$ cat src/rtl/teclado_cajero.sv
// rtl/teclado_cajero.sv - 4x3 keypad scanner with debounce and PIN digit strobes
// Scans one column at a time, confirms a single-key press, then waits for full release.
module teclado_cajero #(
  parameter int SCAN_CYCLES     = 4,
  parameter int DEBOUNCE_CYCLES = 16
) (
  input  logic       clock,
  input  logic       reset,
  input  logic [3:0] filas,
  output logic [2:0] columnas,
  output logic       digito_stb,
  output logic [3:0] digito,
  output logic       borrar_stb,
  output logic       enviar_stb,
  output logic       pin_completo
);

  localparam int SW = (SCAN_CYCLES > 1) ? $clog2(SCAN_CYCLES) : 1;
  localparam int DW = (DEBOUNCE_CYCLES > 1) ? $clog2(DEBOUNCE_CYCLES) : 1;
  localparam logic [SW-1:0] SCAN_LAST = SW'(SCAN_CYCLES - 1);
  localparam logic [DW-1:0] DEB_LAST  = DW'(DEBOUNCE_CYCLES - 1);

  typedef enum logic [1:0] {ESCANEO, CONFIRMAR, EMITIR, ESPERA_SOLTAR} estado_t;

  estado_t       estado;
  logic [3:0]    filas_m, filas_s, patron;
  logic [SW-1:0] dwell;
  logic [DW-1:0] rebote;
  logic [2:0]    cuenta;

  logic [3:0] bajas;
  logic       una_fila;
  logic [2:0] col_sig;
  logic [1:0] fila_i, col_i;
  logic [3:0] tecla, valor;
  logic       es_borrar, es_enviar;

  assign bajas    = ~filas_s;
  assign una_fila = (bajas != 4'd0) && ((bajas & (bajas - 4'd1)) == 4'd0);
  // Rotating the active-low column left walks 110 -> 101 -> 011 -> 110.
  assign col_sig  = {columnas[1:0], columnas[2]};

  always_comb begin
    fila_i = 2'd3;
    case (~patron)
      4'b0001: fila_i = 2'd0;
      4'b0010: fila_i = 2'd1;
      4'b0100: fila_i = 2'd2;
      default: fila_i = 2'd3;
    endcase
    col_i = 2'd0;
    case (columnas)
      3'b101:  col_i = 2'd1;
      3'b011:  col_i = 2'd2;
      default: col_i = 2'd0;
    endcase
    tecla     = {2'b00, fila_i} * 4'd3 + {2'b00, col_i};
    valor     = (tecla < 4'd9) ? tecla + 4'd1 : 4'd0;
    es_borrar = (tecla == 4'd9);
    es_enviar = (tecla == 4'd11);
  end

  always_ff @(posedge clock or negedge reset) begin
    if (!reset) begin
      filas_m      <= 4'hF;
      filas_s      <= 4'hF;
      patron       <= 4'hF;
      columnas     <= 3'b110;
      digito       <= 4'b1111;
      digito_stb   <= 1'b0;
      borrar_stb   <= 1'b0;
      enviar_stb   <= 1'b0;
      pin_completo <= 1'b0;
      cuenta       <= 3'd0;
      dwell        <= '0;
      rebote       <= '0;
      estado       <= ESCANEO;
    end else begin
      filas_m      <= filas;
      filas_s      <= filas_m;
      pin_completo <= (cuenta == 3'd4);
      digito_stb   <= 1'b0;
      borrar_stb   <= 1'b0;
      enviar_stb   <= 1'b0;
      case (estado)
        ESCANEO: begin
          if (dwell == SCAN_LAST) begin
            dwell <= '0;
            if (una_fila) begin
              patron <= filas_s;
              rebote <= '0;
              estado <= CONFIRMAR;
            end else begin
              columnas <= col_sig;
            end
          end else begin
            dwell <= dwell + 1'b1;
          end
        end
        CONFIRMAR: begin
          if (filas_s == patron) begin
            if (rebote == DEB_LAST) begin
              // Strobes are registered here so they are high during EMITIR.
              rebote <= '0;
              estado <= EMITIR;
              if (es_borrar) begin
                borrar_stb <= 1'b1;
                cuenta     <= 3'd0;
              end else if (es_enviar) begin
                if (cuenta == 3'd4) begin
                  enviar_stb <= 1'b1;
                  cuenta     <= 3'd0;
                end
              end else if (cuenta != 3'd4) begin
                digito_stb <= 1'b1;
                digito     <= valor;
                cuenta     <= cuenta + 3'd1;
              end
            end else begin
              rebote <= rebote + 1'b1;
            end
          end else begin
            rebote   <= '0;
            dwell    <= '0;
            columnas <= col_sig;
            estado   <= ESCANEO;
          end
        end
        EMITIR: begin
          rebote <= '0;
          estado <= ESPERA_SOLTAR;
        end
        ESPERA_SOLTAR: begin
          if (filas_s == 4'hF) begin
            if (rebote == DEB_LAST) begin
              rebote   <= '0;
              dwell    <= '0;
              columnas <= col_sig;
              estado   <= ESCANEO;
            end else begin
              rebote <= rebote + 1'b1;
            end
          end else begin
            rebote <= '0;
          end
        end
        default: estado <= ESCANEO;
      endcase
    end
  end

endmodule
$ cat config.mk
export PLATFORM = sky130hd
export DESIGN_NAME = teclado_cajero
export DESIGN_NICKNAME = d
export VERILOG_FILES = /design/src/rtl/teclado_cajero.sv
export SDC_FILE = /design/constraint.sdc
export NUM_CORES = 1
export LEC_CHECK = 0
export ABC_AREA = 0
export CAP_MARGIN = 20
export CORE_MARGIN = 8
export CORE_UTILIZATION = 39
export CTS_CLUSTER_DIAMETER = 60
export CTS_CLUSTER_SIZE = 8
export DETAILED_ROUTE_END_ITERATION = 10
export SYNTH_ARGS = -nofsm -noshare
export SYNTH_HDL_FRONTEND = slang
export SYNTH_SLANG_ARGS = --single-unit
$ cat constraint.sdc
create_clock -name clock -period 3.2 [get_ports clock]
set_input_delay 0.64 -clock clock [delete_from_list [all_inputs] [get_ports clock]]
set_output_delay 0.64 -clock clock [all_outputs]
set_load 0.02 [all_outputs]
==> results_dict.tcl <==
set metrics [dict create \
    status "complete, no violations" \
    clk_pin_slew_ns 0.07 \
    drcViolationCount 0 \
    grt_pass1_vias 1345 \
    grt_max_degree 35 \
    areaGrowthSynthToFinish_pct 26.90 \
    critPathCapture "cuenta[0]" \
    via_per_inst 5.223 \
    clk_path_buf_depth 2 \
    path_max_fanout 5 \
    multiInputGateArea_um2 922.1 \
    leakage_uw 0.0009930 \
    drtAntennaViolNets 0 \
    crit_start "patron[3]" \
    cellPowerDensity_mw_per_mm2 834.0 \
    antenna_found_initial 0 \
    dieArea_mm2 0.007090 \
    ys_warn_count 0 \
    rows 25 \
    fillers 392 \
    r2r-start "patron[3]" \
    yosysSeqAreaShare_pct 48.14 \
    synth_seq_cells 34 \
    syn_area_mm2 0.001814 \
    clockRootBuffer "clkbuf_8" \
    drv_cap 0 \
    reg2reg_setup_slack_ns 0.13 \
    final-seq-area_um2 873.3 \
    antenna_cells 0 \
    h-tree-depth 2 \
    io_buffers 16 \
    min_path_type "reg -> reg" \
    grt_setup_unrepaired "yes" \
    post_dp_cell_area_mm2 0.002023 \
    clk_latency_ns 0.29 \
    setup_viol 0 \
    syn_inst 163 \
    ys_types 43 \
    start_util_pct 39.46 \
    cts_sinks 34 \
    drv_slew 0 \
    coreArea_mm2 0.004598 \
    tns_ns 0 \
    cp.arrival_ns 3.23 \
    die_w_um 84.21 \
    synth_edf_count 0 \
    fmax_mhz 326.1 \
    drive_above_1_share_pct 30.96 \
    fin_util_pct 50.07 \
    grt_pass1_wl_um 6072 \
    worstRegToRegCells 13 \
    vias 1311 \
    hpwlAfterDp_um 2473 \
    cts_tree "built" \
    required_ns 3.37 \
    max_slew.worst_pin.slew_ns 0.4294 \
    path_class "reg -> reg" \
    die_h_um 84.21 \
    io_pins 17 \
    fin_crit_ns 3.067 \
    period_share_pct 95.84 \
    cts-buffers-inserted 5 \
    endpoint_kind "flip-flop" \
    dominantRegCellSynth "dfstp_2" \
    irDropWorstVdd_mv 0.4043 \
    gp_congestion 0.7703 \
    initialDrtViolationCount 82 \
    hold_viol_final 0 \
    grtUsageTotal_pct 10.52 \
    final_nets 214 \
    holdCritStartpoint "filas_m[2]" \
    fin_area_mm2 0.002302 \
    wl_per_cell_um 14.13 \
    dr.pass1.iters 4 \
    finClkSkew_ns 0.008073 \
    syn_nets 181 \
    syn_area_per_cell_um2 11.13 \
    postRouteWirelength_um 3547 \
    async_flop_share_pct 100.0 \
    holdBufCountCts 0 \
    cp-start-kind "flip-flop" \
    grt_overflow 0 \
    regToRegEndpoint "cuenta[0]" \
    slew_headroom_pct 71.31 \
]
## what timing repair did
action | in CTS | in global routing
resized for setup | 2 | 14
pin swaps | 1 | 5
endpoints found under the setup margin | 4 | 7
buffers inserted | 6 | 6
## cells in the final DEF (no fill, tap or decap), types with 4 or more instances in the layout
cell type / n
mux2_4: 4
dfrtp_1: 16
nor2_1: 8
xnor2_1: 5
mux2_1: 7
nand2_1: 13
o21ai_1: 5
nand3_1: 4
o31ai_1: 4
buf_4: 12
clkbuf_8: 5
dfstp_2: 18
ha_1: 9
inv_1: 12
clkdlybuf4s50_1: 16
a21oi_1: 5
## Yosys cell counts (2+ instances only)
cell	count	area share, %
mux2_4	4	3.3
o21a_1	2	0.83
a21o_1	3	1.2
buf_6	2	1.2
ha_1	11	7.6
nand4b_1	3	1.4
nor2_1	12	2.5
xnor2_1	5	2.4
dfrtp_1	16	22
mux2i_1	2	1.1
o21ai_1	3	0.83
nand2_1	13	2.7
nor2b_1	3	1.0
mux2_1	7	4.3
o21ai_0	5	1.4
dfstp_2	18	26
o31ai_1	5	2.1
a21oi_1	6	1.7
nand4_1	2	0.69
inv_1	12	2.5
nand2b_1	2	0.69
nor3_1	3	0.83
nand3_1	4	1.1
## worst max-delay path, cell delays in order (launching register included)
cell and delay (ns):
dfstp_2 0.57, nand2_1 0.07, nor2_2 0.12, nand2_1 0.07, ha_2 0.28, ha_4 0.26, ha_1 0.13, inv_1 0.05
fa_2 0.59, nand2b_4 0.09, o21ai_1 0.18, o31ai_2 0.10, or2_1 0.29, mux2i_1 0.14
## sequential cells by signal (all words and copies together), names as in the netlist, 2 cells and up, named ones only
signal    cells
patron        4
filas_s       4
columnas      3
digito        4
filas_m       4
cuenta        3
rebote        4
dwell         2
## worst min-delay path by stage
stage | end | slack [ns] | cells after the start
3_3_place_gp | filas_s[0] | 0.35 | 0
6_report | filas_s[2] | 0.36 | 0
5_1_grt | filas_s[2] | 0.36 | 0
3_5_place_dp | filas_s[2] | 0.35 | 0
4_1_cts | filas_s[2] | 0.36 | 0
2_1_floorplan | asynchronous set/reset pin | 0.34 | 0
## report_power, final
part | total, uW | internal, uW | switching [uW]
logic | 904 | 456 | 448
clock network | 440 | 281 | 160
registers | 575 | 509 | 66.7
total | 1920 | 1250 | 674
## stage by stage
step                      worst slack, ns  hold slack [ns]  power (uW)  instances
after floorplan                    0.2214           0.3444        1031        163
after global placement            0.07871           0.3464        1125        231
after detailed placement         -0.04250           0.3468        1161        231
after CTS                         0.05067           0.3576        1781        245
after global routing             -0.02344           0.3597        2055        251
final                              0.1332           0.3563        1920        251
## layout make-up
cell class / instances / area share, %
multi-input combinational: 114 / 40.05
sequential: 34 / 37.93
timing repair buffer: 29 / 11.36
tap: 54 / 2.935
inverter: 12 / 1.957
clock inverter: 2 / 1.685
clock buffer: 6 / 4.076
## kinds of logic after synthesis
family,Yosys count,share of synthesized area [%]
AO/OA/AOI/OAI,32,11.59
XOR/XNOR,5,2.414
adder cells (fa/ha/maj),12,8.690
buffers and inverters,15,3.931
flip-flops,34,48.14
multiplexers,14,9.380
AND/OR/NAND/NOR,51,15.86
## per-layer routing
| metal | wire length, um | track usage, % | up-vias |
|---|---|---|---|
| li1 | - | - | 635 |
| met4 | 70 | 4.553 | 0 |
| met2 | 1756 | 17.48 | 27 |
| met3 | 159 | 3.872 | 9 |
| met1 | 1560 | 11.74 | 640 |
| met5 | 0 | 0 | - |
No activity file was read; power rests on OpenSTA's default activity.
